==> config.mk <==
export PLATFORM = sky130hd
export DESIGN_NAME = fc_bram_port_arb
export DESIGN_NICKNAME = d
export VERILOG_FILES = /design/src/rtl/fc_bram_port_arb.sv
export SDC_FILE = /design/constraint.sdc
export NUM_CORES = 1
export LEC_CHECK = 0
export BUFFER_PORTS_ARGS = -buffer_cell sky130_fd_sc_hd__buf_4
export CORE_AREA = 2 2 81 83
export DETAILED_ROUTE_END_ITERATION = 10
export DIE_AREA = 0 0 83 85
export GPL_TIMING_DRIVEN = 0
export PLACE_DENSITY = 0.69
export SETUP_SLACK_MARGIN = 0.3
export SLEW_MARGIN = 20
export SYNTH_ARGS = -nofsm -noshare
export SYNTH_HDL_FRONTEND = slang
export SYNTH_SLANG_ARGS = --single-unit
==> constraint.sdc <==
create_clock -name clk -period 2 [get_ports clk]
set_input_delay 0.4 -clock clk [delete_from_list [all_inputs] [get_ports clk]]
set_output_delay 0.4 -clock clk [all_outputs]
set_load 0.05 [all_outputs]
==> src/rtl/fc_bram_port_arb.sv <==
// ---------------------------------------------------------------------------
// fc_bram_port_arb
//
// Shares the single 32-bit port B of the FC scratch BRAM between the encoder
// FC layer controller (requester 0) and the decoder FC layer controller
// (requester 1). Port A of the BRAM stays on the AXI BRAM controller.
//
// Arbitration is round-robin with burst lock: a granted requester keeps the
// port while it holds its request, but once the other side is waiting it is
// preempted after MAX_BURST enabled beats. Read beats are tagged with their
// owner so read data returns to the right requester RD_LAT cycles later, even
// when the grant has moved on in the meantime.
//
// Optional build macro: FC_ARB_STATS_EN adds the wait_cnt0/wait_cnt1 and
// preempt_cnt statistics outputs. Without it those ports do not exist and
// arbitration / read return behave identically.
//
// Ports
//   clk, rst                  clock, asynchronous active-high reset
//   req0/req1                 access request, held for the whole burst
//   gnt0/gnt1                 registered grant, one-hot or zero
//   en0/en1, we0/we1          beat enable / write enable (ignored unless granted)
//   addr0/addr1, din0/din1    beat address / write data
//   dout                      BRAM read data, broadcast to both requesters
//   rvld0/rvld1               dout valid for requester 0 / 1
//   bram_en/we/addr/din       BRAM port B drive (combinational mux)
//   bram_dout                 BRAM port B read data
//   wait_cnt0/1, preempt_cnt  statistics (FC_ARB_STATS_EN builds only)
// ---------------------------------------------------------------------------
module fc_bram_port_arb #(
    parameter int ADDR_W    = 12,
    parameter int DAT_W     = 32,
    parameter int RD_LAT    = 1,
    parameter int MAX_BURST = 64
) (
    input  logic              clk,
    input  logic              rst,
    input  logic              req0,
    input  logic              req1,
    output logic              gnt0,
    output logic              gnt1,
    input  logic              en0,
    input  logic              en1,
    input  logic              we0,
    input  logic              we1,
    input  logic [ADDR_W-1:0] addr0,
    input  logic [ADDR_W-1:0] addr1,
    input  logic [DAT_W-1:0]  din0,
    input  logic [DAT_W-1:0]  din1,
    output logic [DAT_W-1:0]  dout,
    output logic              rvld0,
    output logic              rvld1,
    output logic              bram_en,
    output logic              bram_we,
    output logic [ADDR_W-1:0] bram_addr,
    output logic [DAT_W-1:0]  bram_din,
    input  logic [DAT_W-1:0]  bram_dout
`ifdef FC_ARB_STATS_EN
    ,
    output logic [15:0]       wait_cnt0,
    output logic [15:0]       wait_cnt1,
    output logic [15:0]       preempt_cnt
`endif
);

    localparam int CNT_W = (MAX_BURST > 2) ? $clog2(MAX_BURST) : 1;
    localparam logic [CNT_W-1:0] CNT_MAX = CNT_W'(MAX_BURST - 1);

    typedef enum logic [1:0] {
        IDLE = 2'd0,
        G0   = 2'd1,
        G1   = 2'd2
    } state_t;

    state_t            state;
    logic              last;
    logic [CNT_W-1:0]  beat_cnt;
    logic              burst_full;
    logic              preempt;
    logic              rd_issue;
    logic [RD_LAT-1:0] tag_vld;
    logic [RD_LAT-1:0] tag_own;

    assign gnt0 = (state == G0);
    assign gnt1 = (state == G1);

    // The holder has used up its burst allowance; with the other side waiting,
    // the next enabled beat is its last one before the grant moves over.
    assign burst_full = (beat_cnt == CNT_MAX);
    assign preempt    = ((state == G0) && req0 && req1 && en0 && burst_full) ||
                        ((state == G1) && req1 && req0 && en1 && burst_full);

    // Grant FSM. beat_cnt saturates at MAX_BURST-1 so a long uncontested
    // burst still triggers preemption on its very next beat once the other
    // requester shows up. 'last' remembers who held the port most recently
    // so a simultaneous request from IDLE goes to the other one.
    always_ff @(posedge clk or posedge rst) begin
        if (rst) begin
            state    <= IDLE;
            last     <= 1'b1;
            beat_cnt <= '0;
        end else begin
            unique case (state)
                IDLE: begin
                    beat_cnt <= '0;
                    if (req0 && req1) state <= last ? G0 : G1;
                    else if (req0)    state <= G0;
                    else if (req1)    state <= G1;
                end
                G0: begin
                    if (!req0 || preempt) begin
                        state    <= req1 ? G1 : IDLE;
                        last     <= 1'b0;
                        beat_cnt <= '0;
                    end else if (en0 && !burst_full) begin
                        beat_cnt <= beat_cnt + 1'b1;
                    end
                end
                G1: begin
                    if (!req1 || preempt) begin
                        state    <= req0 ? G0 : IDLE;
                        last     <= 1'b1;
                        beat_cnt <= '0;
                    end else if (en1 && !burst_full) begin
                        beat_cnt <= beat_cnt + 1'b1;
                    end
                end
                default: begin
                    state    <= IDLE;
                    beat_cnt <= '0;
                end
            endcase
        end
    end

    // BRAM port mux: the grant is live in the cycle it is high, so the
    // granted requester's beat goes straight to the port with no extra stage.
    always_comb begin
        bram_en   = 1'b0;
        bram_we   = 1'b0;
        bram_addr = '0;
        bram_din  = '0;
        unique case (state)
            G0: begin
                bram_en   = en0;
                bram_we   = en0 & we0;
                bram_addr = addr0;
                bram_din  = din0;
            end
            G1: begin
                bram_en   = en1;
                bram_we   = en1 & we1;
                bram_addr = addr1;
                bram_din  = din1;
            end
            default: ;
        endcase
    end

    assign rd_issue = bram_en & ~bram_we;

    // Read tag pipe, one stage per cycle of BRAM latency. The owner is
    // captured at issue time, so reads still in flight when the grant
    // switches return to whoever issued them.
    always_ff @(posedge clk or posedge rst) begin
        if (rst) begin
            tag_vld <= '0;
            tag_own <= '0;
        end else begin
            tag_vld[0] <= rd_issue;
            tag_own[0] <= (state == G1);
            for (int i = 1; i < RD_LAT; i++) begin
                tag_vld[i] <= tag_vld[i-1];
                tag_own[i] <= tag_own[i-1];
            end
        end
    end

    assign rvld0 = tag_vld[RD_LAT-1] & ~tag_own[RD_LAT-1];
    assign rvld1 = tag_vld[RD_LAT-1] &  tag_own[RD_LAT-1];
    assign dout  = bram_dout;

`ifdef FC_ARB_STATS_EN
    // Statistics: cycles spent waiting with a request up but no grant, and
    // the number of burst-cap preemptions. All saturate at 0xFFFF.
    always_ff @(posedge clk or posedge rst) begin
        if (rst) begin
            wait_cnt0   <= '0;
            wait_cnt1   <= '0;
            preempt_cnt <= '0;
        end else begin
            if (req0 && !gnt0 && (wait_cnt0 != 16'hFFFF))
                wait_cnt0 <= wait_cnt0 + 16'd1;
            if (req1 && !gnt1 && (wait_cnt1 != 16'hFFFF))
                wait_cnt1 <= wait_cnt1 + 16'd1;
            if (preempt && (preempt_cnt != 16'hFFFF))
                preempt_cnt <= preempt_cnt + 16'd1;
        end
    end
`endif

endmodule
-- Word level (Yosys, flattened, before mapping)
Cells that the tools add are included.
Widths: inputs -> output; s select.
- logic and storage cells: 64
- flip-flop bits (word level): 11
- output and inout bits: 82
- reduce and logical (&&, ||, !) cells: 22
- equality and inequality tests: 8
- bitwise gates (word level): 7
- add/sub/neg operators: 1
- muxes and demuxes: 21
- operators with widths (cell ; number):
    $pmux 32 s2 ; 1
    $mux 6 ; 4
    $pmux 12 s2 ; 1
    $mux 2 ; 7
    $pmux 6 s2 ; 1
    $logic_and 1x1->1 ; 11
    $add 6x1->6 const B ; 1
    $eq 6x6->1 const B ; 1
    $ne 3x1->1 const B ; 2
    $pmux 1 s2 ; 3
    $pmux 2 s3 ; 1
    $reduce_and 3->1 ; 2
    $and 1x1->1 ; 5
    $ne 2x1->1 const B ; 2
    $ne 4x4->1 const B ; 1
    $logic_not 1->1 ; 3
    $logic_or 1x1->1 ; 3
    $mux 1 ; 3
    $eq 2x1->1 const B ; 1
    $eq 2x2->1 const B ; 1
    $logic_not 2->1 ; 1
    $not 1->1 ; 2
    $reduce_and 2->1 ; 1
    $reduce_bool 2->1 ; 1

-- Logic depth before layout (Yosys ltp)
- depth in word-level cells: 9
- mapped depth: 6

-- Worst setup path before layout
OpenSTA, ideal clock, no wires.
- kind: reg-to-output
- start point: reg state[1]
- end point: out bram_din[10]
- path slack: -0.761 ns
- data arrival time: 2.361 ns
- data required time: 1.600 ns
- path buffers: 2
- cell stages (with the launch flop): 7
- cell sequence: dfrtp_1 inv_1 ha_1 buf_2 buf_1 a22oi_1 nor2_1
- longest elaborated chain between the ends: 2
- elaborated cells on any way between the ends: 3
- classes of those cells: eq/ne: 2; mux: 1
- RTL lines (element ; line ; source):
    from (decl) ; 75 ; state_t state;
    from (signal assigned) ; 106 ; if (req0 && req1) state <= last ? G0 : G1;
    from (signal assigned) ; 112 ; state <= req1 ? G1 : IDLE;
    from (signal assigned) ; 121 ; state <= req0 ? G0 : IDLE;
    $eq 2x1->1 ; n/a ;
    named net gnt0 ; 40 ; output logic gnt0,
    $pmux 32 s2 ; 143 ; unique case (state)
    to (decl) ; 56 ; output logic [DAT_W-1:0] bram_din,
The timed path passes the listed nets, and every way through them passes these cells.

-- Worst setup path in the final report
- start point: reg state[1]
- end point: out bram_din[23]
- longest elaborated chain between the ends: 2
- elaborated cells on any way between the ends: 3
- classes of those cells: eq/ne: 2; mux: 1
- RTL lines (element ; line):
    $eq 2x2->1 / $eq 2x1->1 (equally long branches) ; 143
    $pmux 32 s2 * ; 143
Every way passes the cells marked *; elsewhere a longest branch is shown, timed or not.

==> summary.txt <==
Synthesized area per cell - 7.35 µm²
Die area - 0.00706 mm²
# IOs - 210
CTS sink count - 11
GR Util met2 - 0.424
Final worst slack - -87.9 ps
Initial antenna violation count - 0
Nets - 563
Critical path's largest stage delay - 430 ps
DRT iter0 DRCs - 75
Most Crowded Layer GR - met2
Yosys warnings - 0
H-tree Lvls - 1
Post-layout min period - 2090 ps
Pwr Total - 0.00732 W
Dominant synthesized flop cell - dfrtp_1
Max cap viols - 0
RSZ-0062 raised after global routing - yes
R2R Path End - state[1]
RePlAce Congestion - 0.773
Top cells by area, synth - a22oi_1 (20%), dfrtp_1 (15%), buf_4 (15%)
Routed WL per cell - 17.0 µm
CP Launch Type - flop
Crit path kind - reg2out
Slew Viols, Final - 0
Largest net degree at the start of global routing - 12
Root Buffer - clkbuf_8
Share of post-route cells with drive strength above 1 - 0.860
R2R depth - 8
Synthesized area - 0.00162 mm²
Vias in the first global route - 2,586
WHS - 151 ps
Arrival time at the worst endpoint - 1690 ps
Worst hold path class - in2async
Final hold vios - 0
Static leakage - 1.98 nW
Worst R2R Start - state[0]
Syn_nets - 353
Synth-to-layout area growth - 182%
Row Count - 29
# setup viols final - 45
GR Util met3 - 0.0311
Critical-path top delay cell - dfrtp_2
Worst-path maximum fanout - 7
Top delay family on crit path - buffers and inverters
FF-to-FF setup slack - 90 ps
GR Util met1 - 0.262
GRT overflow - 0
Post-route clock period utilization - 1.04
Pwr Density - 1600 mW/mm²
Critical path required time - 1600 ps
EDFF count, synth - 0
Later-pin clock latency in the skew report - 250 ps
Failing checks - setup timing
Core ar. - 0.00620 mm²
Leading area contributor after synthesis - a22oi_1
Initial core utilization - 0.261
Total track usage - 0.223
Sequential share of the synthesized area - 0.171
Async set-reset flop share out of synthesis - 1.00
Synth top area share - 0.204
Filler Cell Count - 429
Fmax - 0.479 GHz
Diodes inserted - 0
CTS clk-pin slew, worst paths - 50 ps
Hold_buf cts - 0
Synthesized instance count - 220
Number of synthesized register bits - 11
CP Depth - 7
Synth cell types - 42
Crit. End Element - output pin
CP Buf/Inv Count - 5
Routed WL - 8.59 mm
Setup Skew - 1.67 ps
TritonCTS clock tree - yes
Status - finished with violations
1st-pass router iterations - 4
Critical path, cell by cell - inv_4 -> ha_4 -> inv_4 -> clkbuf_16 -> clkbuf_16 -> nor2_4 -> buf_6
Die W - 83 µm
Final Core Density - 0.736
Total CTS buffers - 3
Global-route wire length before repair - 13.1 mm
Chip Height - 85 µm
Vias/cell - 4.93
Most frequent cells in the layout - buf_4 (170), buf_6 (48), a22oi_2 (45), nor2_4 (44), buf_8 (18)
Worst-margin pin slew - 432 ps
Antenna viol nets, final - 0
Vias - 2,495
Clock Tree Buf Depth - 2
HPWL after DPL - 6.16 mm
# port buffers - 177
Slew HR - 0.712
Remaining DRCs - 0
Maximum vdd ir drop - 0.00110 V
Commonest non-fill, non-tap cell in the layout - buf_4
==> through the flow <==
stage / setup TNS, ps / std cells / cell area [µm²] / setup WS, ps
after floorplan: 0 / 220 / 2350 / 84.7
after global placement: -190 / 474 / 3770 / -17.1
after detailed placement: -314 / 474 / 3770 / -26.8
after CTS: -2330 / 500 / 4440 / -88.6
after global routing: -4660 / 506 / 4570 / -129
final: -2480 / 506 / 4570 / -87.9
==> cells by family after synthesis <==
logic type / after synthesis / share of synthesized area
AO/OA/AOI/OAI: 69 / 0.328
AND/OR/NAND/NOR: 80 / 0.238
buffers and inverters: 52 / 0.200
multiplexers: 3 / 0.0247
flip-flops: 11 / 0.171
adder cells (fa/ha/maj): 5 / 0.0387
==> registers in the layout (all words and copies together), names as in the netlist <==
| name | flops |
|---|---|
| tag_vld | 1 |
| beat_cnt | 6 |
| tag_own | 1 |
| state | 2 |
| last | 1 |
==> worst max path at each step <==
stage | from | to | slack [ps]
final | state[1] | bram_din[23] | -90
after global routing | state[1] | bram_din[23] | -130
after CTS | state[1] | bram_din[26] | -90
after detailed placement | state[0] | bram_addr[2] | -30
after global placement | state[0] | bram_addr[2] | -20
after floorplan | state[0] | bram_din[10] | 80
==> cells in the mapped netlist (all sizes together) (3+ instances only) <==
master  count
and2        5
inv         5
dfrtp      10
and3        3
buf        42
clkbuf      5
o21ai       4
ha          5
nor2       47
nand3       5
a22oi      45
nand2       5
a21oi       6
==> metal layers <==
metal | wire length [µm] | share of wire | vias up
li1 | - | - | 1191
met1 | 3210 | 0.37 | 1160
met2 | 4660 | 0.54 | 125
met3 | 519 | 0.060 | 19
met4 | 204 | 0.024 | 0
met5 | 0 | 0 | -
==> layout make-up <==
| cell class | count | area, µm² | area share |
|---|---|---|---|
| Tap cell | 77 | 96.3 | 0.0211 |
| Timing Repair Buffer | 205 | 1910 | 0.418 |
| Inverter | 5 | 23.8 | 0.00521 |
| Buffer | 47 | 556 | 0.122 |
| Sequential cell | 11 | 278 | 0.0608 |
| Multi-Input combinational cell | 157 | 1660 | 0.363 |
| Clock buffer | 4 | 45.0 | 0.00987 |
==> power breakdown <==
group | total (W) | internal [W] | switching, W
clock | 0.000234 | 0.000141 | 0.0000933
sequential | 0.000342 | 0.000286 | 0.0000556
combinational | 0.00674 | 0.00306 | 0.00368
total | 0.00732 | 0.00349 | 0.00383
==> timing repair <==
item,4_1_cts,5_1_grt
setup endpoints to repair,51,57
gates resized for setup,95,16
pin swaps,40,9
setup buffers,18,4
gates cloned,4,2
(Power assumes the default switching activity.)
